===== src/rtl/dmem_pkg.sv =====
// Shared definitions for the data-memory arbiter slice: widths, the unmapped
// word address and the response-owner encoding.
package dmem_pkg;

    localparam int ADDR_W = 8;
    localparam int DATA_W = 16;

    localparam logic [ADDR_W-1:0] DMEM_UNMAPPED = 8'hFF;

    typedef enum logic {
        OWN_A = 1'b0,
        OWN_B = 1'b1
    } owner_t;

endpackage


===== src/rtl/rr_arb2.sv =====
// Two-way arbiter: round-robin on conflict, or A-always-wins when FIXED_PRIO
// is non-zero. Grants are combinational and held off during reset.
module rr_arb2
    import dmem_pkg::*;
#(
    parameter int FIXED_PRIO = 0
) (
    input  logic clk,
    input  logic rst,
    input  logic req_a,
    input  logic req_b,
    output logic gnt_a,
    output logic gnt_b
);

    owner_t last_q;
    owner_t last_d;

    always_comb begin
        gnt_a  = 1'b0;
        gnt_b  = 1'b0;
        last_d = last_q;
        if (!rst) begin
            if (req_a && req_b) begin
                if ((FIXED_PRIO != 0) || (last_q == OWN_B)) begin
                    gnt_a = 1'b1;
                end else begin
                    gnt_b = 1'b1;
                end
            end else begin
                gnt_a = req_a;
                gnt_b = req_b;
            end
            // Pointer only moves on an actual grant; idle cycles keep it.
            if (gnt_a) begin
                last_d = OWN_A;
            end else if (gnt_b) begin
                last_d = OWN_B;
            end
        end
    end

    always_ff @(posedge clk) begin
        if (rst) begin
            last_q <= OWN_B;
        end else begin
            last_q <= last_d;
        end
    end

endmodule


===== src/rtl/data_mem_arbiter.sv =====
// Shares the single-port 16x256 data memory between port A (LSU) and port B
// (DMA/debug), screening the unmapped word and routing read data back.
module data_mem_arbiter
    import dmem_pkg::*;
#(
    parameter int                FIXED_PRIO    = 0,
    parameter logic [ADDR_W-1:0] UNMAPPED_ADDR = DMEM_UNMAPPED
) (
    input  logic              clk,
    input  logic              rst,

    input  logic              a_req,
    input  logic              a_we,
    input  logic [ADDR_W-1:0] a_addr,
    input  logic [DATA_W-1:0] a_wd,
    output logic              a_gnt,
    output logic              a_rvalid,
    output logic [DATA_W-1:0] a_rd,
    output logic              a_err,

    input  logic              b_req,
    input  logic              b_we,
    input  logic [ADDR_W-1:0] b_addr,
    input  logic [DATA_W-1:0] b_wd,
    output logic              b_gnt,
    output logic              b_rvalid,
    output logic [DATA_W-1:0] b_rd,
    output logic              b_err,

    output logic [ADDR_W-1:0] mem_rwa,
    output logic              mem_we,
    output logic [DATA_W-1:0] mem_wd,
    input  logic [DATA_W-1:0] mem_rd
);

    logic              sel_valid;
    logic              sel_we;
    logic [ADDR_W-1:0] sel_addr;
    logic [DATA_W-1:0] sel_wd;
    logic              sel_unmapped;

    logic   resp_valid;
    owner_t resp_owner;
    logic   resp_err;

    rr_arb2 #(
        .FIXED_PRIO(FIXED_PRIO)
    ) u_arb (
        .clk  (clk),
        .rst  (rst),
        .req_a(a_req),
        .req_b(b_req),
        .gnt_a(a_gnt),
        .gnt_b(b_gnt)
    );

    always_comb begin
        sel_valid = 1'b0;
        sel_we    = 1'b0;
        sel_addr  = '0;
        sel_wd    = '0;
        if (a_gnt) begin
            sel_valid = 1'b1;
            sel_we    = a_we;
            sel_addr  = a_addr;
            sel_wd    = a_wd;
        end else if (b_gnt) begin
            sel_valid = 1'b1;
            sel_we    = b_we;
            sel_addr  = b_addr;
            sel_wd    = b_wd;
        end
    end

    assign sel_unmapped = sel_valid && (sel_addr == UNMAPPED_ADDR);

    assign mem_rwa = sel_addr;
    assign mem_wd  = sel_wd;
    assign mem_we  = sel_we && !sel_unmapped;

    always_ff @(posedge clk) begin
        if (rst) begin
            resp_valid <= 1'b0;
            resp_owner <= OWN_A;
            resp_err   <= 1'b0;
        end else begin
            resp_valid <= sel_valid;
            resp_owner <= b_gnt ? OWN_B : OWN_A;
            resp_err   <= sel_unmapped;
        end
    end

    // Read data is zeroed both when idle and for unmapped accesses.
    assign a_rvalid = resp_valid && (resp_owner == OWN_A);
    assign b_rvalid = resp_valid && (resp_owner == OWN_B);
    assign a_err    = a_rvalid && resp_err;
    assign b_err    = b_rvalid && resp_err;
    assign a_rd     = (a_rvalid && !resp_err) ? mem_rd : '0;
    assign b_rd     = (b_rvalid && !resp_err) ? mem_rd : '0;

endmodule


===== config.mk =====
export PLATFORM = sky130hd
export DESIGN_NAME = data_mem_arbiter
export DESIGN_NICKNAME = d
export VERILOG_FILES = /design/src/rtl/dmem_pkg.sv /design/src/rtl/rr_arb2.sv /design/src/rtl/data_mem_arbiter.sv
export SDC_FILE = /design/constraint.sdc
export NUM_CORES = 1
export LEC_CHECK = 0
export CORE_MARGIN = 4
export CORE_UTILIZATION = 20
export CTS_BUF_LIST = sky130_fd_sc_hd__clkbuf_16
export DETAILED_ROUTE_END_ITERATION = 10
export GPL_TIMING_DRIVEN = 0
export PLACE_DENSITY = 0.85
export SETUP_SLACK_MARGIN = 0.3
export SLEW_MARGIN = 20
export SYNTH_ARGS = -nofsm -noshare
export SYNTH_HDL_FRONTEND = slang
export SYNTH_SLANG_ARGS = --single-unit

===== constraint.sdc =====
create_clock -name clk -period 1.4 [get_ports clk]
set_clock_uncertainty 0.15 [all_clocks]
set_input_delay 0.21 -clock clk [delete_from_list [all_inputs] [get_ports clk]]
set_output_delay 0.21 -clock clk [all_outputs]
set_load 0.1 [all_outputs]

Word-level counts from Yosys, hierarchy flattened
Index checks and enable logic that the tools add are counted.
- equality and inequality tests: 1
- multiplexer cells: 20
- bitwise operators: 1
- reductions and logical operators: 12
- operators with widths (cell ; count):
    2-to-1 mux 16 bit ; 4
    2-to-1 mux 8 bit ; 2
    2-to-1 mux 1 bit ; 14
    logical AND 1 bit ; 9
    equality test 8 bit (second input constant) ; 1
    logical NOT 1 bit ; 2
    nonzero test 2 bit ; 1
    NOT 1 bit ; 1
- register bits after elaboration: 4
- bits of input ports: 70
- output and inout bits: 63
- logic and storage cells: 38

Longest topological paths before layout
- depth in word-level cells: 10
- depth in mapped cells: 6
- depth with buffers taken out: 4

Hierarchy
From an unflattened synthesis, not the netlist that was laid out.
- cells, all modules: 107
- area total of the unflattened synthesis: 767.0 um^2
- by module, submodules not included (module ; instances ; cells an instance ; area each (um^2) ; seq. area each (um^2)):
    data_mem_arbiter ; 1 ; 100 ; 709.4 ; 60.1
    rr_arb2 ; 1 ; 7 ; 57.6 ; 20.0

Worst setup path before layout
Ideal clock, no wire load.
- path kind: reg-to-output
- from: register resp_valid
- to: output port a_rd[10]
- arrival time: 3.035 ns
- required time: 1.040 ns
- setup slack: -1.995 ns
- stages on the path, launching flop included: 5
- path buffers: 1
- path through: dfxtp_1 > nor2b_1 > and2b_1 > clkbuf_1 > and2_1
- longest elaborated chain between the ends: 3
- ends and longest elaborated chain (element ; line ; source):
    start, declared ; data_mem_arbiter.sv:42 ; logic resp_valid;
    start signal, assigned ; data_mem_arbiter.sv:87 ; resp_valid <= sel_valid;
    logical AND 1 bit ; data_mem_arbiter.sv:94 ; assign a_rvalid = resp_valid && (resp_owner == OWN_A);
    named net a_rvalid ; data_mem_arbiter.sv:17 ; output logic a_rvalid,
    logical AND 1 bit ; data_mem_arbiter.sv:98 ; assign a_rd = (a_rvalid && !resp_err) ? mem_rd : '0;
    2-to-1 mux 16 bit ; data_mem_arbiter.sv:98 ;
    end, declared ; data_mem_arbiter.sv:18 ; output logic [DATA_W-1:0] a_rd,
The timed path passes the listed nets, and every way through them passes these cells.

Worst setup path after layout
- from: register u_arb.last_q
- to: output port mem_wd[6]
- longest elaborated chain between the ends: 6
- elaborated cells between the ends (all ways): 10
- classes of those cells: 10 x mux
- ends and longest elaborated chain (element ; line ; source):
    start, declared ; rr_arb2.sv:16 ; owner_t last_q;
    start signal, assigned ; rr_arb2.sv:47 ; last_q <= last_d;
    2-to-1 mux 1 bit ; rr_arb2.sv:25 ; if ((FIXED_PRIO != 0) || (last_q == OWN_B)) begin
    2-to-1 mux 1 bit ; rr_arb2.sv:24 ; if (req_a && req_b) begin
    2-to-1 mux 1 bit (2 in a row) ; rr_arb2.sv:23 ; if (!rst) begin
    2-to-1 mux 16 bit ; data_mem_arbiter.sv:67 ; end else if (b_gnt) begin
    2-to-1 mux 16 bit (*) ; data_mem_arbiter.sv:62 ; if (a_gnt) begin
    end, declared ; data_mem_arbiter.sv:32 ; output logic [DATA_W-1:0] mem_wd,
Mark *: on every way between the ends. The rest lies on a longest branch, timed or not. The select of a mux whose other input is x is not followed.

==> out/qor.txt <==
Worst-Skew Late Latency - 0.22 ns
Slew @ Worst Pin - 0.402 ns
most common cell after layout, fill and taps aside - clkdlybuf4s50_1
post-synthesis cell area - 830 um2
Cells after DPL - 286
outcome - finished with violations
Syn-to-layout area delta - 319%
hold_sp - rst
VDD IR max - 418 uV
largest net degree at the start of global routing - 11
First-pass DRT Iterations - 4
critical path arrival - 1.69 ns
Root Driver - clkbuf_16
Power Dens Cells - 634 mW/mm2
Crit Path Class - reg -> out
Post-Syn Instances - 106
IO Port Bufs - 130
Crit Path Max Fanout - 10
routed vias/inst - 4.72
crit share post-route - 146%
placed cell areas - 0.00252 mm2
CTS clk-pin slew, worst paths - 0.03 ns
slew margin rel. - 73.2%
synthesized flop and latch total - 4
number of remaining DRC errors - 0
# H-tree levels - 1
sequential fraction of the synthesis area - 9.65%
final core utilization - 86.9%
Syn Nets - 176
leakage power - 1.46 nW
Rows - 23
Mean Syn Cell Area - 7.83 um2
worst hold slack - 0.0904 ns
DR WL/cell - 18.0 um
GRT Total Usage - 18.3%
CP Capture Type - output port
crit-path cells - nand2b_4, buf_8, and2_4, buf_6, buf_12, a22o_4, buf_12
Slowest cell on crit path - dfxtp_2
GP Congestion - 0.737
Critical Path Start Type - flop
Initial Utilization - 20.7%
core area - 0.00400 mm2
final wirelength - 5.58 mm
max-slew violations - 0
vias after detailed routing - 1459
Worst Hold Class - in -> reg
Inserted Clock Buffers - 3
Max clock buf depth - 2
cell mode on critical path - buf_12
highest clock rate - 0.488 GHz
Total Power - 2.20 mW
GRT overflow - 0
CTS tree - built
fin cells - 309
Worst Hold Path Cells - 2
global-route wire length before repair - 7.65 mm
Yosys cell types - 26
reg-to-reg startpoint - u_arb.last_q$_SDFFE_PP1P_
setup slack after layout - -0.651 ns
Routed Antenna Nets - 0
DIE HEIGHT - 72.4 um
Worst R2R Path Depth - 5
Worst Setup SP - u_arb.last_q$_SDFFE_PP1P_
Iter 0 DRT Violations - 48
vias in the first global route - 1539
Synth warnings - 0
r2r setup slk - -0.16 ns
Reg-to-Reg End - resp_err$_SDFF_PP0_
layout cells sized above 1 - 69.9%
RSZ-0062 raised after global routing - true
violated checks - negative setup slack
fin nets - 331
initial antenna violation count - 0
Worst EP required - 1.04 ns
crit-path max cell delay - 0.34 ns
I/O Pins - 133
commonest non-fill, non-tap cells in the layout - clkdlybuf4s50_1, buf_12, and2_4
design area - 0.00347 mm2
Final Setup Violations - 61
Tmin final - 2.05 ns
Antenna Cells - 0
clock sink count - 4
Hold Path End - resp_valid$_SDFF_PP0_
Die X - 72.4 um
DP HPWL - 3.49 mm
Max Cap Viol - 0
Final Hold Viols - 0
die area - 0.00524 mm2
setup TNS - -28.15 ns
pre-CTS WS - -1.91 ns
[state kept, by name, indices dropped and copies added, names as in the netlist]
| name | count |
|---|---|
| u_arb.last_q | 1 |
| resp_owner | 1 |
| resp_err | 1 |
| resp_valid | 1 |
[logic make-up after synthesis]
group | share of synthesized area [%]
AOI/OAI and AO/OA | 30.0
buffers and inverters | 13.4
DFF | 9.65
and+or+nand+nor | 46.9
[cells in the mapped netlist]
cell type,n,area (um2)
a21boi_4,1,18.8
a22o_1,15,131
a22o_4,1,17.5
a22oi_1,1,7.51
a22oi_2,2,25.0
a32oi_1,4,35.0
a41oi_1,1,8.76
and2_1,35,219
and2_4,2,17.5
and2b_1,1,7.51
and3_1,1,6.26
and4_1,1,8.76
buf_12,2,40.0
buf_6,4,45.0
buf_8,1,15.0
clkbuf_1,2,7.51
dfxtp_1,4,80.1
inv_1,1,3.75
nand2_1,6,22.5
nand2b_4,1,13.8
nand3_1,8,40.0
nor2_1,6,22.5
nor2b_1,2,12.5
nor2b_2,1,8.76
nor3_1,2,10.0
o21ai_0,1,5.00
[per-layer routing]
metal  GRT usage, %  part of all wire [%]  vias to the layer above  wire, um
li1               -                     -                      687         -
met1           18.7                    35                      668      1980
met2           34.8                    52                      102      2910
met3           6.79                    12                        2       669
met4           4.71                  0.25                        0        14
met5              0                     0                        -         0
[repair_timing]
item	in CTS	in global routing
hold buffers	0	0
pin swaps	6	7
gates cloned	2	1
gates resized for setup	561	29
buffers inserted	6	11
setup endpoints to repair	65	64
[final cells by class]
type / count / area (um2)
inverter: 1 / 3.75
fill: 174 / 526
clock buffer: 3 / 75.1
timing repair buffer: 150 / 2110
multi-input combinational: 92 / 967
buffer: 9 / 165
sequential: 4 / 90.1
tap: 50 / 62.6
[worst max-delay path, delay by kind of cell (launching register included)]
kind / cells / cell delay [ns]
simple gates: 2 / 0.29
flops: 1 / 0.34
compound gates: 1 / 0.26
buf+inv: 4 / 0.57
[report_power, final]
group          switching (mW)  internal (mW)
combinational           0.925          0.710
clock                  0.0788          0.365
sequential            0.00705          0.119
total                    1.01           1.19
[worst max path at each step]
stage	depth (start not counted)	to	slack, ns
after floorplan	6	mem_we	-0.59
after global placement	7	mem_we	-1.89
after detailed placement	7	mem_we	-1.91
after CTS	7	mem_wd[14]	-0.65
after global routing	6	mem_we	-0.69
final	7	mem_wd[6]	-0.65
Note: power is estimated with default switching activity, not from simulation.
